--- config.mk ---
export PLATFORM = sky130hd
export DESIGN_NAME = pipe_adder
export DESIGN_NICKNAME = d
export VERILOG_FILES = /design/src/rtl/pipe_adder_pkg.sv /design/src/rtl/adder_slice.sv /design/src/rtl/pipe_adder.sv
export SDC_FILE = /design/constraint.sdc
export NUM_CORES = 1
export LEC_CHECK = 0
export ABC_AREA = 1
export ABC_CLOCK_PERIOD_IN_PS = 2200
export CAP_MARGIN = 20
export CORE_MARGIN = 4
export CORE_UTILIZATION = 37
export DETAILED_ROUTE_END_ITERATION = 7
export GPL_TIMING_DRIVEN = 1
export PLACE_DENSITY = 0.6
export SYNTH_ARGS = -nofsm -noshare
export SYNTH_HDL_FRONTEND = slang
export SYNTH_SLANG_ARGS = --single-unit
--- constraint.sdc ---
create_clock -name clk -period 2.2 [get_ports clk]
set_input_delay 0.44 -clock clk [delete_from_list [all_inputs] [get_ports clk]]
set_output_delay 0.44 -clock clk [all_outputs]
set_load 0.01 [all_outputs]
--- src/rtl/pipe_adder_pkg.sv ---
// Shared types and helpers for the pipelined adder/subtractor.
// Optional flag logic is selected by PIPE_ADDER_FLAGS_EN.
package pipe_adder_pkg;

  typedef enum logic {
    OP_ADD = 1'b0,
    OP_SUB = 1'b1
  } op_e;

  typedef struct packed {
    logic cout;
    logic ovf;
    logic zero;
  } flags_t;

  function automatic bit split_ok(
    input int width,
    input int stages
  );
    return (stages > 0) && (width % stages == 0);
  endfunction

endpackage

--- src/rtl/adder_slice.sv ---
// One registered S-bit slice of the pipelined adder.
// Carries operands forward and accumulates the finished low sum bits.
module adder_slice
  import pipe_adder_pkg::*;
#(
  parameter int WIDTH = 16,
  parameter int S     = 4,
  parameter int K     = 0
) (
  input  logic             clk,
  input  logic             rst_n,
  input  logic             adv,
  input  logic             up_valid,
  input  logic             up_carry,
  input  logic [WIDTH-1:0] up_a,
  input  logic [WIDTH-1:0] up_b,
  input  logic [WIDTH-1:0] up_acc,
  output logic             valid,
  output logic             carry,
  output logic [WIDTH-1:0] opa,
  output logic [WIDTH-1:0] opb,
  output logic [WIDTH-1:0] acc,
  output logic [WIDTH-1:0] next_acc,
  output logic             next_carry
);

  logic [S:0] part;

  // Add this stage's slice with the carry from the previous stage.
  always_comb begin
    part = {1'b0, up_a[K*S +: S]}
         + {1'b0, up_b[K*S +: S]}
         + {{S{1'b0}}, up_carry};
  end

  // Merge the new slice into the partial sum passed down the pipe.
  always_comb begin
    next_acc = up_acc;
    next_acc[K*S +: S] = part[S-1:0];
  end

  assign next_carry = part[S];

  // Stage registers move only on the global advance.
  always_ff @(posedge clk or negedge rst_n) begin
    if (!rst_n) begin
      valid <= 1'b0;
      carry <= 1'b0;
      opa   <= '0;
      opb   <= '0;
      acc   <= '0;
    end else if (adv) begin
      valid <= up_valid;
      carry <= part[S];
      opa   <= up_a;
      opb   <= up_b;
      acc   <= next_acc;
    end
  end

endmodule

--- src/rtl/pipe_adder.sv ---
// Pipelined WIDTH-bit add/sub, one slice per stage, valid/ready on both sides.
// Define PIPE_ADDER_FLAGS_EN to build the cout/ovf/zero flag registers.
module pipe_adder
  import pipe_adder_pkg::*;
#(
  parameter int WIDTH  = 16,
  parameter int STAGES = 4
) (
  input  logic             clk,
  input  logic             rst_n,
  input  logic             in_valid,
  output logic             in_ready,
  input  logic [WIDTH-1:0] add_in1,
  input  logic [WIDTH-1:0] add_in2,
  input  logic             cin,
  input  logic             op,
  output logic             out_valid,
  input  logic             out_ready,
  output logic [WIDTH-1:0] sum,
  output logic             cout,
  output logic             ovf,
  output logic             zero
);

  localparam int S = WIDTH / STAGES;
  localparam int L = STAGES - 1;

  if (!split_ok(WIDTH, STAGES)) begin : g_bad_split
    $error("pipe_adder: WIDTH must be a multiple of STAGES");
  end

  logic             adv;
  logic             sub;
  logic [STAGES:0]  v;
  logic [STAGES:0]  c;
  logic [WIDTH-1:0] a  [STAGES+1];
  logic [WIDTH-1:0] b  [STAGES+1];
  logic [WIDTH-1:0] s  [STAGES+1];
  logic [WIDTH-1:0] sd [STAGES];
  logic [STAGES-1:0] cd;

  assign adv      = !out_valid || out_ready;
  assign in_ready = adv;
  assign sub      = (op_e'(op) == OP_SUB);

  assign v[0] = in_valid;
  assign c[0] = sub ? 1'b1 : cin;
  assign a[0] = add_in1;
  assign b[0] = sub ? ~add_in2 : add_in2;
  assign s[0] = '0;

  for (genvar g = 0; g < STAGES; g++) begin : g_stage
    adder_slice #(
      .WIDTH (WIDTH),
      .S     (S),
      .K     (g)
    ) u_slice (
      .clk        (clk),
      .rst_n      (rst_n),
      .adv        (adv),
      .up_valid   (v[g]),
      .up_carry   (c[g]),
      .up_a       (a[g]),
      .up_b       (b[g]),
      .up_acc     (s[g]),
      .valid      (v[g+1]),
      .carry      (c[g+1]),
      .opa        (a[g+1]),
      .opb        (b[g+1]),
      .acc        (s[g+1]),
      .next_acc   (sd[g]),
      .next_carry (cd[g])
    );
  end

  assign out_valid = v[STAGES];
  assign sum       = s[STAGES];

`ifdef PIPE_ADDER_FLAGS_EN
  flags_t flags_d;
  flags_t flags_q;

  // Flags come from the last slice's result and the operand sign bits.
  always_comb begin
    flags_d.cout = cd[L];
    flags_d.ovf  = (a[L][WIDTH-1] == b[L][WIDTH-1])
                && (sd[L][WIDTH-1] != a[L][WIDTH-1]);
    flags_d.zero = (sd[L] == '0);
  end

  // Flags register in step with the final sum register.
  always_ff @(posedge clk or negedge rst_n) begin
    if (!rst_n) begin
      flags_q <= '0;
    end else if (adv) begin
      flags_q <= flags_d;
    end
  end

  assign cout = flags_q.cout;
  assign ovf  = flags_q.ovf;
  assign zero = flags_q.zero;
`else
  assign cout = 1'b0;
  assign ovf  = 1'b0;
  assign zero = 1'b0;
`endif

  logic unused_bits;

  // Leftover stage outputs that the result path does not consume.
  always_comb begin
    unused_bits = c[STAGES] ^ (^a[STAGES]) ^ (^b[STAGES]);
    for (int k = 0; k < STAGES; k++) begin
      unused_bits = unused_bits ^ (^sd[k]) ^ cd[k];
    end
  end

endmodule
# == Word-level counts from Yosys, hierarchy flattened ==
# Index checks and enable logic that the tools add are counted.
# classes
n_addsub,8
mux,2
bitwise,1
n_reduce_logical,2
# ops
op,count
$mux 16,1
$not 16->16,1
$add 4x4->5,3
$add 5x1->5,3
$add 4x1->4,1
$add 4x4->4,1
$logic_not 1->1,1
$logic_or 1x1->1,1
$mux 1,1
# totals
reg_bits,143
inputBits,38
out_inout_bits,21
elab_cells,30

# == Depth between registers and ports, before layout ==
# depth
word_depth,4
ltp_mapped,10
ltp_nobuf,9

# == Hierarchy ==
# From an unflattened synthesis, not the netlist that was laid out.
# unflattened
hier_cells,1055
hier_area_um2,8914.8
# by_module_without_submodules
mod,n_inst,cells_per_inst,area_each_um2,seq_area_each_um2
adder_slice,4,245,2144.6,1251.2
pipe_adder,1,75,336.6,0.0

# == Least setup slack after synthesis ==
# Ideal clock, no wire load.
# synth_path
path_kind,input -> register
startpoint,input port op
endpoint,register g_stage[0].u_slice.carry
setup_time_ns,0.131
arrival_time_ns,1.815
required_ns,2.069
slack_ns,0.255
cell_stages,10
n_path_buf,2
cell_sequence,buf_6 > buf_8 > xnor2_1 > fa_1 > inv_1 > fa_1 > nand2_1 > inv_1 > o21ai_0 > a22oi_1
# synth_via
elab_chain_cells,3
elab_cells_between_ends,4
cone_classes,2 x add/sub; 2 x mux
# synth_rtl
element,line,source
start: declaration,pipe_adder.sv:16,"input logic op,"
$mux 16,pipe_adder.sv:49,assign b[0] = sub ? ~add_in2 : add_in2;
$add 4x4->5,adder_slice.sv:32,"+ {1'b0, up_b[K*S +: S]}"
$add 5x1->5 (*),adder_slice.sv:33,"+ {{S{1'b0}}, up_carry};"
end signal: assignment,adder_slice.sv:54,carry <= part[S];
end: declaration,adder_slice.sv:19,"output logic carry,"
# Every way passes the cells marked *; elsewhere a longest branch is shown, timed or not.
# A chain may end at the register's enable or synchronous reset.

# == Final worst setup path ==
# layout_path
startpoint,input port out_ready
endpoint,output port in_ready
# layout_via
elab_chain_cells,1
# layout_rtl
element,line,source
start: declaration,pipe_adder.sv:18,"input logic out_ready,"
$logic_or 1x1->1,pipe_adder.sv:42,assign adv = !out_valid || out_ready;
end: declaration,pipe_adder.sv:12,"output logic in_ready,"
# No other way between the ends.

==> summary.txt <==
Synth
  • Share of flip-flops with an asynchronous set or reset: 1.00
  • Cell with the most instances after synthesis: sky130_fd_sc_hd__nand2_1
  • Largest cells by area after synthesis: sky130_fd_sc_hd__dfrtp_1 (55%), sky130_fd_sc_hd__nand2_1 (17%), sky130_fd_sc_hd__o21ai_0 (5.7%), sky130_fd_sc_hd__fa_1 (3.7%), sky130_fd_sc_hd__inv_1 (3.5%)
  • Yosys top cell area share: 0.553
  • Post-synthesis cell count: 471
  • Yosys warns: 0
  • Cell variety after synth: 23
  • Most frequently used flop master after synthesis: sky130_fd_sc_hd__dfrtp_1
  • Number of synthesized flops with an enable pin: 0
  • Top cell type by total area after synthesis: sky130_fd_sc_hd__dfrtp_1
  • Commonest cells in the synthesized netlist: sky130_fd_sc_hd__nand2_1 (193), sky130_fd_sc_hd__dfrtp_1 (95), sky130_fd_sc_hd__o21ai_0 (49)
  • Cell area after synthesis: 4300 µm²
  • Seq/Total Area, Yosys: 0.553
  • Average cell area after synthesis: 9.13 µm²
  • Flops & latches, synth: 95

Floorplanning
  • Die outline height: 116 µm
  • Placeable core area: 11400 µm²
  • Number of placement rows: 39
  • Die outline area: 13400 µm²
  • Die X: 116 µm
  • Initial standard-cell utilization of the core: 0.377
  • IO Count: 59

Drt
  • Vias per std cell: 4.54
  • Length of the first detailed-routing pass in iterations: 4
  • Final Routed Wirelength: 8210 µm
  • DR vias: 3049
  • Remaining number of nets flagged by the antenna check after routing: 0
  • Post-detailed-route wirelength per cell: 12.2 µm
  • Number of violations reported at the end of detailed-routing iteration 0: 169
  • Remaining design rule violation count: 0

Critical path
  • RR Endpoint: g_stage[1].u_slice.carry
  • Crit-path max FO: 2
  • Nature of the critical path endpoint: primary output
  • CP required: 1760 ps
  • Startpoint class of the critical path: input port
  • Startpoint of the most critical setup path: out_ready
  • Setup slack of the worst register-to-register path: 560 ps
  • Critical path destination: in_ready
  • Data arrival time of the critical path: 1650 ps
  • Type of the worst setup path: in -> out
  • Depth of the worst register-to-register path: 8
  • R2R Path Start: g_stage[0].u_slice.opa[4]

Final layout
  • Layout net count: 580
  • Post-route design area: 5230 µm²
  • Non-Filler Instances: 671
  • Antenna diode count: 0
  • Final standard cell utilization of the core: 0.458
  • Proportion of layout cells with a drive suffix above 1: 0.0587
  • Post-synthesis to final-layout area growth: 21.6%

STA
  • Relative slew margins: 0.661
  • Max Clk Rate: 0.478 GHz
  • Final setup violation count: 0
  • Number of max-slew violations in the final report: 0
  • Final-report hold violation count: 0
  • Worst-case clock skew: 8.73 ps
  • Smallest setup slack after layout: 108 ps
  • Tcrit/Tclk final: 0.951
  • Transition time at the pin with the least slew margin: 509 ps
  • RSZ-0062 raised after global routing: no
  • Final critical-path required period: 2090 ps

CTS
  • Post-CTS Setup Inserts: 0
  • Insertion delay of the later-clocked pin in the worst-skew pair: 340 ps
  • Buffer cell driving the clock tree root: sky130_fd_sc_hd__clkbuf_16
  • Hold buffers post-CTS: 0
  • TritonCTS buffer count: 9
  • Clock Path Buffers: 2
  • Clk sinks: 95
  • Number of levels the H-tree was split into: 3
  • Post-CTS sizing: 0
  • CTS tree: yes
  • Clock transition time at the flip-flop clock pins of the worst setup and hold paths: 70 ps

Placed design
  • Post-place setup slack: -163 ps
  • Routability congestion estimate from global placement: 0.848
  • # placed instances: 655
  • Number of buffer cells added on primary ports: 55
  • Cell area reported after detailed placement: 4950 µm²
  • Post-DP HPWL: 5630 µm

Pwr
  • Leakage power total: 2.56 nW
  • Portion of total power attributed to sequential cells: 0.429
  • Total power draw: 6.79 mW
  • Total net switching power: 2.42 mW
  • Maximum VDD drop: 0.519 mV
  • Internal power: 4.37 mW
  • Cell area power density: 1300 nW/µm²
  • Share of power burned in combinational logic: 0.358
  • Switching share of power: 0.356
  • Clk network pwr share: 0.213

Global route
  • Largest net degree at the start of global routing: 79
  • First-pass GRT wire length: 14400 µm
  • Via count of the first global-routing pass: 3209
  • GR Overflow Total: 0
  • Antenna violations before repair: 0
  • Global-route total usage across every layer: 0.136

Flow run
  • Max-cap viol count: 0

Hold path
  • Hold crit path type: in -> async

Run status
  • Run status: finished, final reports clean
final cells by class:
type,count,area (µm²)
Clock buffer,9,225
Clock inverter,7,50.0
Fill cell,1126,6190
Inverter,41,154
Multi-Input combinational cell,312,1590
Sequential cell,95,2380
Tap cell,143,179
Timing Repair Buffer,64,653
stage by stage:
step           TNS (ps)  hold WS, ps
6_report              0         64.0
5_1_grt               0          108
4_1_cts               0         82.2
3_5_place_dp       -519          451
3_3_place_gp       -170          444
2_1_floorplan         0          144
power groups by stage:
stage          logic [mW]  clock network [mW]  registers [mW]
6_report             2.43                1.45            2.91
3_3_place_gp         2.40                   0            2.92
3_5_place_dp         2.48                   0            2.95
4_1_cts              2.49                1.49            2.92
5_1_grt              2.86                1.55            3.02
2_1_floorplan        1.64                   0            2.93
state kept, by name, summed over array words and instances, names as in the netlist:
register	cells
g_stage.u_slice.carry	3
g_stage.u_slice.acc	40
g_stage.u_slice.valid	4
g_stage.u_slice.opa	24
g_stage.u_slice.opb	24
routing by layer:
| layer | up-vias | GRT usage | wire (µm) |
|---|---|---|---|
| li1 | 1545 | - | - |
| met2 | 49 | 0.223 | 3870 |
| met1 | 1440 | 0.170 | 3840 |
| met4 | 0 | 0.0650 | 191 |
| met5 | - | 0 | 0 |
| met3 | 15 | 0.0292 | 307 |
critical path: stages:
cell and delay (ps):
sky130_fd_sc_hd__clkdlybuf4s50_1 510, sky130_fd_sc_hd__nor2_4 70, sky130_fd_sc_hd__inv_2 90, sky130_fd_sc_hd__clkdlybuf4s50_1 540
worst min path at each step:
| stage | endpoint | start | cells past startpoint | slack [ps] |
|---|---|---|---|---|
| after floorplan | g_stage[0].u_slice.acc[0] | rst_n | 0 | 140 |
| after global placement | g_stage[3].u_slice.acc[15] | rst_n | 1 | 440 |
| after detailed placement | g_stage[3].u_slice.acc[15] | rst_n | 1 | 450 |
| after CTS | g_stage[3].u_slice.acc[15] | rst_n | 1 | 80 |
| after global routing | g_stage[3].u_slice.acc[15] | rst_n | 1 | 110 |
| final | g_stage[3].u_slice.acc[15] | rst_n | 1 | 60 |
layout by cell type, fill, tap and decap left out, drive strengths merged:
| master | netlist | final |
|---|---|---|
| nand2 | 193 | 193 |
| dfrtp | 95 | 95 |
| clkdlybuf4s50 | 0 | 54 |
| o21ai | 49 | 49 |
| inv | 41 | 41 |
| xnor2 | 13 | 13 |
| ha | 11 | 11 |
| nor2 | 11 | 11 |
| nand3 | 10 | 10 |
| buf | 24 | 10 |
| clkbuf | 1 | 9 |
| fa | 8 | 8 |
| xor2 | 4 | 4 |
| clkinv | 0 | 4 |
| or2 | 3 | 3 |
| a21oi | 3 | 3 |
| conb | 1 | 3 |
| clkinvlp | 0 | 3 |
| a22oi | 2 | 2 |
| o31ai | 1 | 1 |
| a31oi | 1 | 1 |
kinds of logic after synthesis:
| kind of cell | Yosys count | share of synthesized area |
|---|---|---|
| compound gates | 56 | 0.0672 |
| xor+xnor | 17 | 0.0346 |
| simple gates | 217 | 0.196 |
| buf+inv | 66 | 0.0792 |
| other cells | 1 | 0.000872 |
| fa+ha+maj | 19 | 0.0693 |
| flops | 95 | 0.553 |
(Power assumes the default switching activity.)
